`config.mk`:
```
export PLATFORM = sky130hd
export DESIGN_NAME = pmu_aes_sequencer
export DESIGN_NICKNAME = d
export VERILOG_FILES = /design/src/rtl/pmu_aes_sequencer.sv
export SDC_FILE = /design/constraint.sdc
export NUM_CORES = 1
export LEC_CHECK = 0
export ABC_AREA = 1
export CAP_MARGIN = 15
export CORE_MARGIN = 5
export CORE_UTILIZATION = 40
export DETAILED_ROUTE_END_ITERATION = 10
export SLEW_MARGIN = 40
export SYNTH_ARGS = -nofsm -noshare
export SYNTH_HDL_FRONTEND = slang
export SYNTH_SLANG_ARGS = --single-unit
```
`constraint.sdc`:
```
create_clock -name clk -period 2.03 [get_ports clk]
set_clock_uncertainty 0.05 [all_clocks]
set_input_delay 0.406 -clock clk [delete_from_list [all_inputs] [get_ports clk]]
set_output_delay 0.406 -clock clk [all_outputs]
set_load 0.02 [all_outputs]
```
`src/rtl/pmu_aes_sequencer.sv`:
```
// Serial-command sequencer for the PMU AES core: deserializes frames, issues key loads/blocks, drains or checks results.
// Optional build macro PMU_SEQ_KEY_LOCK_EN: accept only the first KEY frame after reset.
module pmu_aes_sequencer #(
  parameter int          HEADER_WIDTH   = 32,
  parameter int          AES_DATA_WIDTH = 128,
  parameter int          AES_LATENCY    = 10,
  parameter logic [7:0]  MAGIC          = 8'hA5,
  parameter logic [31:0] UNLOCK_TAG     = 32'h600D_F00D
) (
  input  logic                      clk,
  input  logic                      rst,
  input  logic                      data_i,
  input  logic                      en,
  output logic [AES_DATA_WIDTH-1:0] aes_key_o,
  output logic                      aes_key_load,
  output logic [AES_DATA_WIDTH-1:0] aes_data_o,
  output logic                      aes_start,
  input  logic [AES_DATA_WIDTH-1:0] aes_result_i,
  output logic                      tdo,
  output logic                      tdo_valid,
  output logic                      busy,
  output logic                      pwr_up_en,
  output logic                      err
);

  localparam int FRAME = HEADER_WIDTH + AES_DATA_WIDTH;
  localparam int CW    = $clog2(FRAME);
  localparam int LW    = $clog2(AES_LATENCY + 1);
  localparam int DW    = $clog2(AES_DATA_WIDTH + 1);

  localparam logic [CW-1:0] LAST_BIT   = CW'(FRAME - 1);
  localparam logic [LW-1:0] LAT_LAST   = LW'(AES_LATENCY - 1);
  localparam logic [LW-1:0] LAT_CMP    = LW'(AES_LATENCY);
  localparam logic [DW-1:0] DRAIN_LAST = DW'(AES_DATA_WIDTH);

  localparam logic [7:0] OP_KEY     = 8'h01;
  localparam logic [7:0] OP_DECRYPT = 8'h02;
  localparam logic [7:0] OP_UNLOCK  = 8'h03;

  typedef enum logic [2:0] {
    S_IDLE   = 3'd0,
    S_SHIFT  = 3'd1,
    S_DECODE = 3'd2,
    S_WAIT   = 3'd3,
    S_DRAIN  = 3'd4
  } state_t;

  state_t                    state_r, state_s;
  logic [CW-1:0]             cnt_r, cnt_s;
  logic [FRAME-1:0]          frame_r, frame_s;
  logic [LW-1:0]             lat_r, lat_s;
  logic [DW-1:0]             drain_r, drain_s;
  logic [AES_DATA_WIDTH-1:0] result_r, result_s;
  logic                      unlock_op_r, unlock_op_s;
  logic                      key_valid_r, key_valid_s;
  logic [AES_DATA_WIDTH-1:0] key_s, data_s;
  logic                      key_load_s, start_s, tdo_s, tdo_valid_s, pwr_s, err_s;

  logic [7:0]                magic_s, opcode_s;
  logic [AES_DATA_WIDTH-1:0] payload_s;
  logic                      unused_reserved_s;

  assign magic_s           = frame_r[HEADER_WIDTH-1 -: 8];
  assign opcode_s          = frame_r[HEADER_WIDTH-9 -: 8];
  assign payload_s         = frame_r[FRAME-1 -: AES_DATA_WIDTH];
  assign unused_reserved_s = ^frame_r[HEADER_WIDTH-17:0];

  function automatic logic tag_match(input logic [AES_DATA_WIDTH-1:0] res);
    return res[AES_DATA_WIDTH-1 -: 32] == UNLOCK_TAG;
  endfunction

  // State register
  always_ff @(posedge clk) begin
    if (rst) begin
      state_r <= S_IDLE;
    end else begin
      state_r <= state_s;
    end
  end

  // Next-state and next-output decode
  always_comb begin
    state_s     = state_r;
    cnt_s       = cnt_r;
    frame_s     = frame_r;
    lat_s       = lat_r;
    drain_s     = drain_r;
    result_s    = result_r;
    unlock_op_s = unlock_op_r;
    key_valid_s = key_valid_r;
    key_s       = aes_key_o;
    data_s      = aes_data_o;
    key_load_s  = 1'b0;
    start_s     = 1'b0;
    tdo_s       = 1'b0;
    tdo_valid_s = 1'b0;
    pwr_s       = pwr_up_en;
    err_s       = 1'b0;
    case (state_r)
      S_IDLE: begin
        if (en) begin
          frame_s[0] = data_i;
          cnt_s      = CW'(1);
          state_s    = S_SHIFT;
        end else begin
          cnt_s = {CW{1'b0}};
        end
      end
      S_SHIFT: begin
        if (!en) begin
          err_s   = 1'b1;
          cnt_s   = {CW{1'b0}};
          state_s = S_IDLE;
        end else begin
          frame_s[cnt_r] = data_i;
          if (cnt_r == LAST_BIT) begin
            state_s = S_DECODE;
          end else begin
            cnt_s = cnt_r + CW'(1);
          end
        end
      end
      S_DECODE: begin
        state_s = S_IDLE;
        if (magic_s != MAGIC) begin
          err_s = 1'b1;
        end else begin
          case (opcode_s)
            OP_KEY: begin
`ifdef PMU_SEQ_KEY_LOCK_EN
              if (key_valid_r) begin
                err_s = 1'b1;
              end else begin
                key_load_s  = 1'b1;
                key_s       = payload_s;
                key_valid_s = 1'b1;
              end
`else
              key_load_s  = 1'b1;
              key_s       = payload_s;
              key_valid_s = 1'b1;
`endif
            end
            OP_DECRYPT, OP_UNLOCK: begin
              if (key_valid_r) begin
                start_s     = 1'b1;
                data_s      = payload_s;
                unlock_op_s = (opcode_s == OP_UNLOCK);
                lat_s       = {LW{1'b0}};
                state_s     = S_WAIT;
              end else begin
                err_s = 1'b1;
              end
            end
            default: err_s = 1'b1;
          endcase
        end
      end
      S_WAIT: begin
        // UNLOCK spends one extra cycle so the tag check works on the captured result
        if (lat_r == LAT_LAST) begin
          result_s = aes_result_i;
          if (unlock_op_r) begin
            lat_s = lat_r + LW'(1);
          end else begin
            drain_s = {DW{1'b0}};
            state_s = S_DRAIN;
          end
        end else if (unlock_op_r && (lat_r == LAT_CMP)) begin
          if (tag_match(result_r)) begin
            pwr_s = 1'b1;
          end else begin
            err_s = 1'b1;
          end
          state_s = S_IDLE;
        end else begin
          lat_s = lat_r + LW'(1);
        end
      end
      S_DRAIN: begin
        if (drain_r == DRAIN_LAST) begin
          state_s = S_IDLE;
        end else begin
          tdo_s       = result_r[0];
          tdo_valid_s = 1'b1;
          result_s    = result_r >> 1;
          drain_s     = drain_r + DW'(1);
        end
      end
      default: state_s = S_IDLE;
    endcase
  end

  // Datapath and registered outputs
  always_ff @(posedge clk) begin
    if (rst) begin
      cnt_r        <= {CW{1'b0}};
      frame_r      <= {FRAME{1'b0}};
      lat_r        <= {LW{1'b0}};
      drain_r      <= {DW{1'b0}};
      result_r     <= {AES_DATA_WIDTH{1'b0}};
      unlock_op_r  <= 1'b0;
      key_valid_r  <= 1'b0;
      aes_key_o    <= {AES_DATA_WIDTH{1'b0}};
      aes_key_load <= 1'b0;
      aes_data_o   <= {AES_DATA_WIDTH{1'b0}};
      aes_start    <= 1'b0;
      tdo          <= 1'b0;
      tdo_valid    <= 1'b0;
      busy         <= 1'b0;
      pwr_up_en    <= 1'b0;
      err          <= 1'b0;
    end else begin
      cnt_r        <= cnt_s;
      frame_r      <= frame_s;
      lat_r        <= lat_s;
      drain_r      <= drain_s;
      result_r     <= result_s;
      unlock_op_r  <= unlock_op_s;
      key_valid_r  <= key_valid_s;
      aes_key_o    <= key_s;
      aes_key_load <= key_load_s;
      aes_data_o   <= data_s;
      aes_start    <= start_s;
      tdo          <= tdo_s;
      tdo_valid    <= tdo_valid_s;
      busy         <= (state_s != S_IDLE);
      pwr_up_en    <= pwr_s;
      err          <= err_s;
    end
  end

endmodule

```
## Yosys cells after proc, flatten, opt, wreduce, memory -nomap -nowiden

Cells that the tools add are included.

| storage, ports and cells | value |
|---|---|
| register bits after elaboration | 576 |
| output and inout port bits | 263 |
| input port bits | 132 |

| operators by class | value |
|---|---|
| $lt $le $gt $ge | 2 |
| add/subtract/negate cells | 3 |
| muxes and demuxes | 46 |
| eq/ne operators | 24 |
| reductions and logical operators | 21 |
| bitwise logic cells | 5 |

Operators by type and width:

| kind | count |
|---|---|
| $mux 128 | 2 |
| $pmux 128 s2 | 1 |
| $bwmux 160 | 1 |
| $mux 8 | 5 |
| $eq 32x31->1 const B | 1 |
| $pmux 8 s2 | 2 |
| $mux 4 | 6 |
| $mux 3 | 7 |
| $add 8x1->8 const B | 2 |
| $eq 8x2->1 const B | 2 |
| $eq 8x8->1 const B | 2 |
| $ne 2x2->1 const B | 8 |
| $pmux 3 s5 | 1 |
| $mux 1 | 13 |
| $reduce_and 4->1 | 3 |
| $lt 8x9->1 const B | 1 |
| $ne 3x3->1 const B | 3 |
| $reduce_and 3->1 | 3 |
| $demux 1 s8 | 1 |
| $eq 4x4->1 const B | 2 |
| $eq 8x1->1 const B | 1 |
| $ge 8x1->1 const B | 1 |
| $ne 8x8->1 const B | 1 |
| $pmux 4 s2 | 1 |
| other kinds (17) | 31 |

## Depth between registers and ports, before layout

Gate-level depths: netlist of the first run.

| depth | value |
|---|---|
| depth after elaboration | 7 |
| mapped depth | 11 |
| gate-level depth less buffers | 11 |

## Worst setup path before layout of the first run

OpenSTA, ideal clock, no wires.

| timing | value |
|---|---|
| path kind | register to register |
| start point | register cnt_r[0] |
| end point | register cnt_r[0] |
| slack | 220 ps |
| setup time | 122 ps |
| data required time | 1858 ps |
| arrival time | 1639 ps |
| stages on the path, launching flop included | 10 |
| cell sequence | dfxtp_1 ha_1 clkbuf_1 inv_1 nor2_2 nand2_1 nand2_1 nand2_2 o21ai_0 a21oi_1 |

| on the way | value |
|---|---|
| longest elaborated chain between the ends | 4 |

RTL lines:

| what | line | source |
|---|---|---|
| start: declaration | 49 | `logic [CW-1:0] cnt_r, cnt_s;` |
| start signal: assignment | 197 | `cnt_r <= {CW{1'b0}};` |
| start signal: assignment | 214 | `cnt_r <= cnt_s;` |
| $add 8x1->8 | 119 | `cnt_s = cnt_r + CW'(1);` |
| $mux 8 | 116 | `if (cnt_r == LAST_BIT) begin` |
| $mux 8 | 110 | `if (!en) begin` |
| $pmux 8 s2 | 99 | `case (state_r)` |

Several ways; a longest one is shown, not always the timed one. The select of a mux whose other input is x is not followed.
A chain may end at the register's enable or synchronous reset.

## Worst setup path in the final report of the first run

| timing | value |
|---|---|
| start point | register tdo_valid |
| end point | output port tdo_valid |

RTL lines:

| what | line | source |
|---|---|---|
| start: declaration | 20 | `output logic tdo_valid,` |
| start signal: assignment | 226 | `tdo_valid <= tdo_valid_s;` |

No word-level cell between the ends.

==> results.yml, run 1 <==
yosys:
  synth.yosys.warnings: 0
  cell_types_occupying_the_most_area_after_synthesis: "dfxtp_1 49%, nand2_1 11%, o21ai_0 6.8%, a21oi_1 6.7%, nor2_1 5.7%"
  synth_top_area_cell: "dfxtp_1"
  gate_count_after_technology_mapping: 3144
  syn_area_um2: 23000
  synth_sequential_area_ratio: 0.488
  syn-mean-instance-area_um2: 7.31
  synth_fp_nets: 3285
  synthDistinctLibCells: 33
  ys_seq_elements: 560
  fraction_of_synthesized_cell_area_taken_by_the_top_area_cell_type: 0.488
timing:
  worst_slack_ns: 0.0572
  rsz0062_at_grt: "yes"
  period_share: 0.972
  finalHoldWorstSlack_ns: 0.162
  pin_slew_with_the_least_headroom_to_its_limit_ns: 0.681
  slew-limit-headroom: 0.546
  timing.final.hold_violations: 0
  report.final.slew_viol_count: 0
  achievable-frequency_mhz: 507
  final-setup-viol-count: 0
  finalCriticalPeriod_ns: 1.97
run:
  maxCapViolations: 0
die:
  dieHeight_um: 250
  die_w_um: 250
  design.die.area_um2: 62400
  floorplan.io_pins: 395
  core_area_um2: 56700
  row_count: 87
  initial_core_util: 0.405
final_layout:
  flow.area_growth_from_synthesis_pct: 30.1
  fin_nets: 3621
  final_cell_area_um2: 29900
  stdcell_count: 4285
  drive_gt1_frac: 0.0726
  num-fill-cells: 5495
  multi_input_area_um2: 9760
  seqCellArea_um2: 11200
clock_network:
  source_to_sink_clock_delay_at_the_later_pin_of_the_worst_skew_pair_ns: 0.63
  cts_num_sinks: 560
  hold_buffers: 0
  h_tree_depth_reported_by_cts: 2
  clock_tree_from_tritoncts: "done"
  cts_buffer_depth: 3
  number_of_buffers_created_by_cts: 60
  post-cts-setup-buffers: 0
  register_clock_pin_slew_on_the_reported_worst_setup_and_hold_paths_ns: 0.06
  cts.root.buffer_cell: "clkbuf_16"
critical_path:
  crit_path_required_time_ns: 1.57
  critical_path.endpoint: "tdo_valid"
  critical_path.startpoint: "tdo_valid"
  ff2ff_setup_slack_ns: 0.06
  critPathMaxFanout: 1
  crit-reg2reg-launch: "cnt_r[0]"
  critPathMaxStageDelay_ns: 0.60
  timing_worst_setup_path_type: "reg -> out"
  path_cells: "clkdlybuf4s50_1"
  critical_path_cell_count: 1
  path_buf_inv: 1
  timing.critical_path.to_type: "output port"
  worstRegToRegCells: 5
  critPathSlowestCell: "clkdlybuf4s50_1"
  critPathArrivalTime_ns: 1.52
  startpoint_type: "flip-flop"
  timing.critical_path.max_delay_family: "buffers and inverters"
  reg_to_reg_end: "frame_r[25]"
worst_hold_path:
  hp-class: "in -> reg"
place:
  dp_hpwl_um: 51100
  detailedPlace.worstSlack_ns: -0.189
  gp_congestion: 0.835
  io_buffers: 394
  place.detailed.instances: 4173
  post_dp_cell_area_um2: 28200
pwr:
  peakVddDrop_mv: 0.750
  power.leakage_uw: 0.0130
  pwr_density_cell_nw_per_um2: 761
detailed_routing:
  post_drt_via_cell_ratio: 5.12
  drcViolationCount: 0
  vias: 21941
  final_antenna_net_count: 0
  1st_pass_router_iterations: 5
  initialDrtViolationCount: 1524
  detail_route.wirelength_um: 74700
  wl_per_cell_um: 17.4
grt:
  global_route_wire_length_before_repair_um: 117000
  antenna_found_initial: 1
  first_global_vias: 20849
  pin_count_of_the_biggest_net_entering_global_routing: 116
  grt_overflow: 0
  grtUsageTotal: 0.227
status:
  status: "completed"
==> logic make-up (layout without fill, tap and decap cells) <==
kind of cell | Yosys count | count (layout) | share of synthesized area
other | 0 | 1 | 0
buffers and inverters | 509 | 893 | 0.0912
DFF | 560 | 560 | 0.488
adders and majority gates | 9 | 9 | 0.00490
AOI/OAI and AO/OA | 778 | 778 | 0.190
and+or+nand+nor | 1285 | 1285 | 0.226
xor gates and xnor gates | 3 | 3 | 0.00114
==> per-layer routing <==
| layer | routed length [µm] | GRT usage |
|---|---|---|
| met5 | 11 | 0 |
| met1 | 32700 | 0.299 |
| met2 | 35000 | 0.375 |
| met4 | 2160 | 0.0710 |
| met3 | 4730 | 0.0459 |
==> flip-flops by register name, indices dropped and copies added, names as in the netlist, 3 cells and up <==
signal	flops
frame_r	144
aes_data_o	128
aes_key_o	128
result_r	128
cnt_r	8
drain_r	8
lat_r	4
state_r	3
==> repair_timing <==
| action | 4_1_cts | 5_1_grt |
|---|---|---|
| cloned | 0 | 1 |
| setup endpoints to repair | 261 | 48 |
| resized for setup | 261 | 11 |
==> cells in the mapped netlist, drive strengths merged <==
cell    instances
a211oi         61
a21oi         308
a31oi          44
buf            94
clkbuf        135
dfxtp         560
ha              9
inv           280
nand2         701
nand3         169
nand4          16
nor2          354
nor3           43
nor3b           1
o211a          30
o21ai         321
o21bai         13
o31ai           1
or2             1
xnor2           1
xor2            2
==> through the flow <==
step / setup TNS [ns] / util / total power (µW)
finish: 0 / 0.527 / 22700
detailed placement: -11.39 / 0.497 / 12100
global placement: -9.34 / 0.497 / 12100
global route: -0.0475 / 0.527 / 23600
floorplan: 0 / - / 11600
CTS: 0 / 0.526 / 23000
==> cell usage in the layout, fill, tap and decap left out, types with 9 or more instances in the layout <==
cell type,netlist,final
a211oi_1,49,49
a211oi_2,12,12
a21oi_1,307,307
a31oi_1,44,44
buf_12,0,38
buf_4,27,69
clkbuf_16,0,61
clkbuf_8,0,13
clkdlybuf4s50_1,0,130
clkinv_2,0,19
dfxtp_1,560,558
dlygate4sd2_1,0,261
ha_1,9,9
inv_1,278,276
nand2_1,695,691
nand3_1,167,165
nand4_1,16,16
nor2_1,349,346
nor3_1,43,43
o211a_1,30,30
o21ai_0,313,311
o21ai_1,7,9
o21bai_1,13,13
==> worst min-delay path by stage <==
stage	start	end	slack, ns	depth (start not counted)
floorplan	result_r[0]	result_r[0]	0.38	2
global placement	aes_key_o[87]	aes_key_o[87]	0.38	2
detailed placement	aes_key_o[125]	aes_key_o[125]	0.39	2
CTS	rst	frame_r[59]	0.12	4
global route	rst	frame_r[59]	0.15	4
finish	rst	frame_r[60]	0.16	4
==> where the power goes <==
group	total [µW]	internal [µW]	switching, µW
sequential	11000	11000	5.36
combinational	880	387	492
clock	10900	6290	4580
total	22700	17700	5080
==> area by class of cell <==
cell class,count,area share
inverters,280,0.0355
multi-input cells,2075,0.326
clock buffers,81,0.0572
well taps,756,0.0316
repair buffers,503,0.165
flip-flops and latches,560,0.375
diodes,1,0.0000837
clock inverters,29,0.00908
(Power assumes the default switching activity.)
==> inputs of run 2 (changes only) <==
--- a/config.mk
+++ b/config.mk
@@ -7,9 +7,12 @@
 export LEC_CHECK = 0
 export ABC_AREA = 1
 export CAP_MARGIN = 15
+export CELL_PAD_IN_SITES_DETAIL_PLACEMENT = 1
+export CELL_PAD_IN_SITES_GLOBAL_PLACEMENT = 1
 export CORE_MARGIN = 5
-export CORE_UTILIZATION = 40
+export CORE_UTILIZATION = 38
 export DETAILED_ROUTE_END_ITERATION = 10
+export PLACE_DENSITY_LB_ADDON = 0.1
 export SLEW_MARGIN = 40
 export SYNTH_ARGS = -nofsm -noshare
 export SYNTH_HDL_FRONTEND = slang
==> results.yml, run 2 (synthesis gave the netlist of run 1 again) <==
run:
  maxCapViolations: 0
critical_path:
  path_cells: "clkdlybuf4s50_1"
  critPathSlowestCell: "clkdlybuf4s50_1"
  critPathArrivalTime_ns: 1.53
  crit_path_required_time_ns: 1.57
  critical_path.endpoint: "aes_data_o[102]"
  worstRegToRegCells: 9
  critical_path.startpoint: "aes_data_o[102]"
  timing.critical_path.to_type: "output port"
  startpoint_type: "flip-flop"
  timing_worst_setup_path_type: "reg -> out"
  critPathMaxFanout: 2
  path_buf_inv: 1
  ff2ff_setup_slack_ns: 0.11
  timing.critical_path.max_delay_family: "buffers and inverters"
  crit-reg2reg-launch: "cnt_r[5]"
  critPathMaxStageDelay_ns: 0.61
  critical_path_cell_count: 1
  reg_to_reg_end: "cnt_r[0]"
die:
  core_area_um2: 60100
  initial_core_util: 0.382
  die_w_um: 256
  floorplan.io_pins: 395
  row_count: 90
  design.die.area_um2: 65500
  dieHeight_um: 256
clock_network:
  cts_buffer_depth: 3
  number_of_buffers_created_by_cts: 66
  cts.root.buffer_cell: "clkbuf_16"
  source_to_sink_clock_delay_at_the_later_pin_of_the_worst_skew_pair_ns: 0.60
  register_clock_pin_slew_on_the_reported_worst_setup_and_hold_paths_ns: 0.06
  hold_buffers: 0
  h_tree_depth_reported_by_cts: 3
  cts_num_sinks: 560
  clock_tree_from_tritoncts: "done"
detailed_routing:
  post_drt_via_cell_ratio: 5.20
  vias: 22485
  detail_route.wirelength_um: 82900
  1st_pass_router_iterations: 5
  initialDrtViolationCount: 1170
  final_antenna_net_count: 0
  drcViolationCount: 0
  wl_per_cell_um: 19.2
timing:
  fin_setup_tns_ns: 0
  pin_slew_with_the_least_headroom_to_its_limit_ns: 0.640
  report.final.slew_viol_count: 0
  finalCriticalPeriod_ns: 1.99
  achievable-frequency_mhz: 502
  timing.final.hold_violations: 0
  slew-limit-headroom: 0.573
  period_share: 0.980
  rsz0062_at_grt: "yes"
  worst_slack_ns: 0.0399
  final-setup-viol-count: 0
final_layout:
  top_register: "frame_r"
  number_of_flip_flops_in_the_largest_register: 144
  stdcell_count: 4327
  most_common_cell_after_layout_fill_and_taps_aside: "nand2_1"
  fin_nets: 3640
  mostFrequentLayoutCells: "692 x nand2_1, 557 x dfxtp_1, 347 x nor2_1, 313 x o21ai_0, 307 x a21oi_1"
  final_core_util: 0.509
  flow.area_growth_from_synthesis_pct: 33.0
  drive_gt1_frac: 0.0759
grt:
  antenna_found_initial: 1
  grt_overflow: 0
  first_global_vias: 23061
  grtUsageTotal: 0.241
  pin_count_of_the_biggest_net_entering_global_routing: 147
  global_route_wire_length_before_repair_um: 130000
worst_hold_path:
  hp-class: "in -> reg"
pwr:
  sw_frac_of_total: 0.218
  combinationalPowerShare: 0.038
  pwr_density_cell_nw_per_um2: 779
  power_frac_seq: 0.462
  power_frac_clock: 0.500
  peakVddDrop_mv: 0.534
  power.leakage_uw: 0.0138
  switching_power_uw: 5190
  p_int_uw: 18600
place:
  dp_hpwl_um: 57200
  detailedPlace.worstSlack_ns: -0.230
  io_buffers: 394
  gp_congestion: 0.813
  place.detailed.instances: 4208
status:
  status: "completed"
==> run 2: cell types whose count changed in the layout (fill, tap and decap cells not counted), moves of 3 or more <==
cell,before,now
dlygate4sd2_1,261,179
dlymetal6s2s_1,1,53
clkdlybuf4s50_1,130,160
clkinv_2,19,7
clkbuf_16,61,72
clkbuf_8,13,22
buf_12,38,45
clkbuf_1,8,12
clkinvlp_4,4,0
buf_4,69,72
clkinv_8,3,0
==> run 2: worst min-delay path by stage <==
| stage | start | endpoint | slack, ns | cells past startpoint |
|---|---|---|---|---|
| floorplan | result_r[0] | result_r[0] | 0.38 | 2 |
| global placement | aes_key_o[95] | aes_key_o[95] | 0.38 | 2 |
| detailed placement | aes_key_o[53] | aes_key_o[53] | 0.39 | 2 |
| CTS | data_i | frame_r[101] | 0.19 | 3 |
| global route | data_i | frame_r[20] | 0.22 | 3 |
| finish | data_i | frame_r[56] | 0.22 | 3 |
==> run 2: tightest hold or removal path: stages <==
cell and delay (ns):
buf_2 0.12, inv_4 0.14, a31oi_1 0.15
==> run 2: what timing repair did <==
item	4_1_cts	5_1_grt
buffers inserted	0	4
setup endpoints to repair	179	177
cloned	0	1
gates resized for setup	179	65
pin swaps	0	4
==> run 2: layer usage <==
layer / track usage / share of wire
met5: 0 / 0
met2: 0.422 / 0.49
met3: 0.0407 / 0.047
met4: 0.0721 / 0.024
met1: 0.306 / 0.44
==> run 2: through the flow <==
step	hold slack [ns]	total power [µW]	cell area (µm²)
after floorplan	0.384	11600	23000
after global placement	0.382	12100	28400
after detailed placement	0.386	12100	28400
after CTS	0.188	24100	30300
after global routing	0.220	24600	30600
final	0.218	23800	30600
==> run 2: area by class of cell <==
cell class	instances	area [µm²]
clock inverter	9	77.6
timing repair buffer	516	5380
inverter	280	1060
multi-input combinational	2075	9760
clock buffer	104	2110
fill	7318	29600
sequential	560	11200
antenna	1	2.50
tap	782	978
==> run 2: power by group through the flow <==
| stage | clock (µW) | combinational (µW) | sequential (µW) |
|---|---|---|---|
| floorplan | 0 | 393 | 11200 |
| global placement | 0 | 889 | 11200 |
| detailed placement | 0 | 896 | 11200 |
| CTS | 12200 | 907 | 11000 |
| global route | 12700 | 989 | 11000 |
| finish | 11900 | 911 | 11000 |
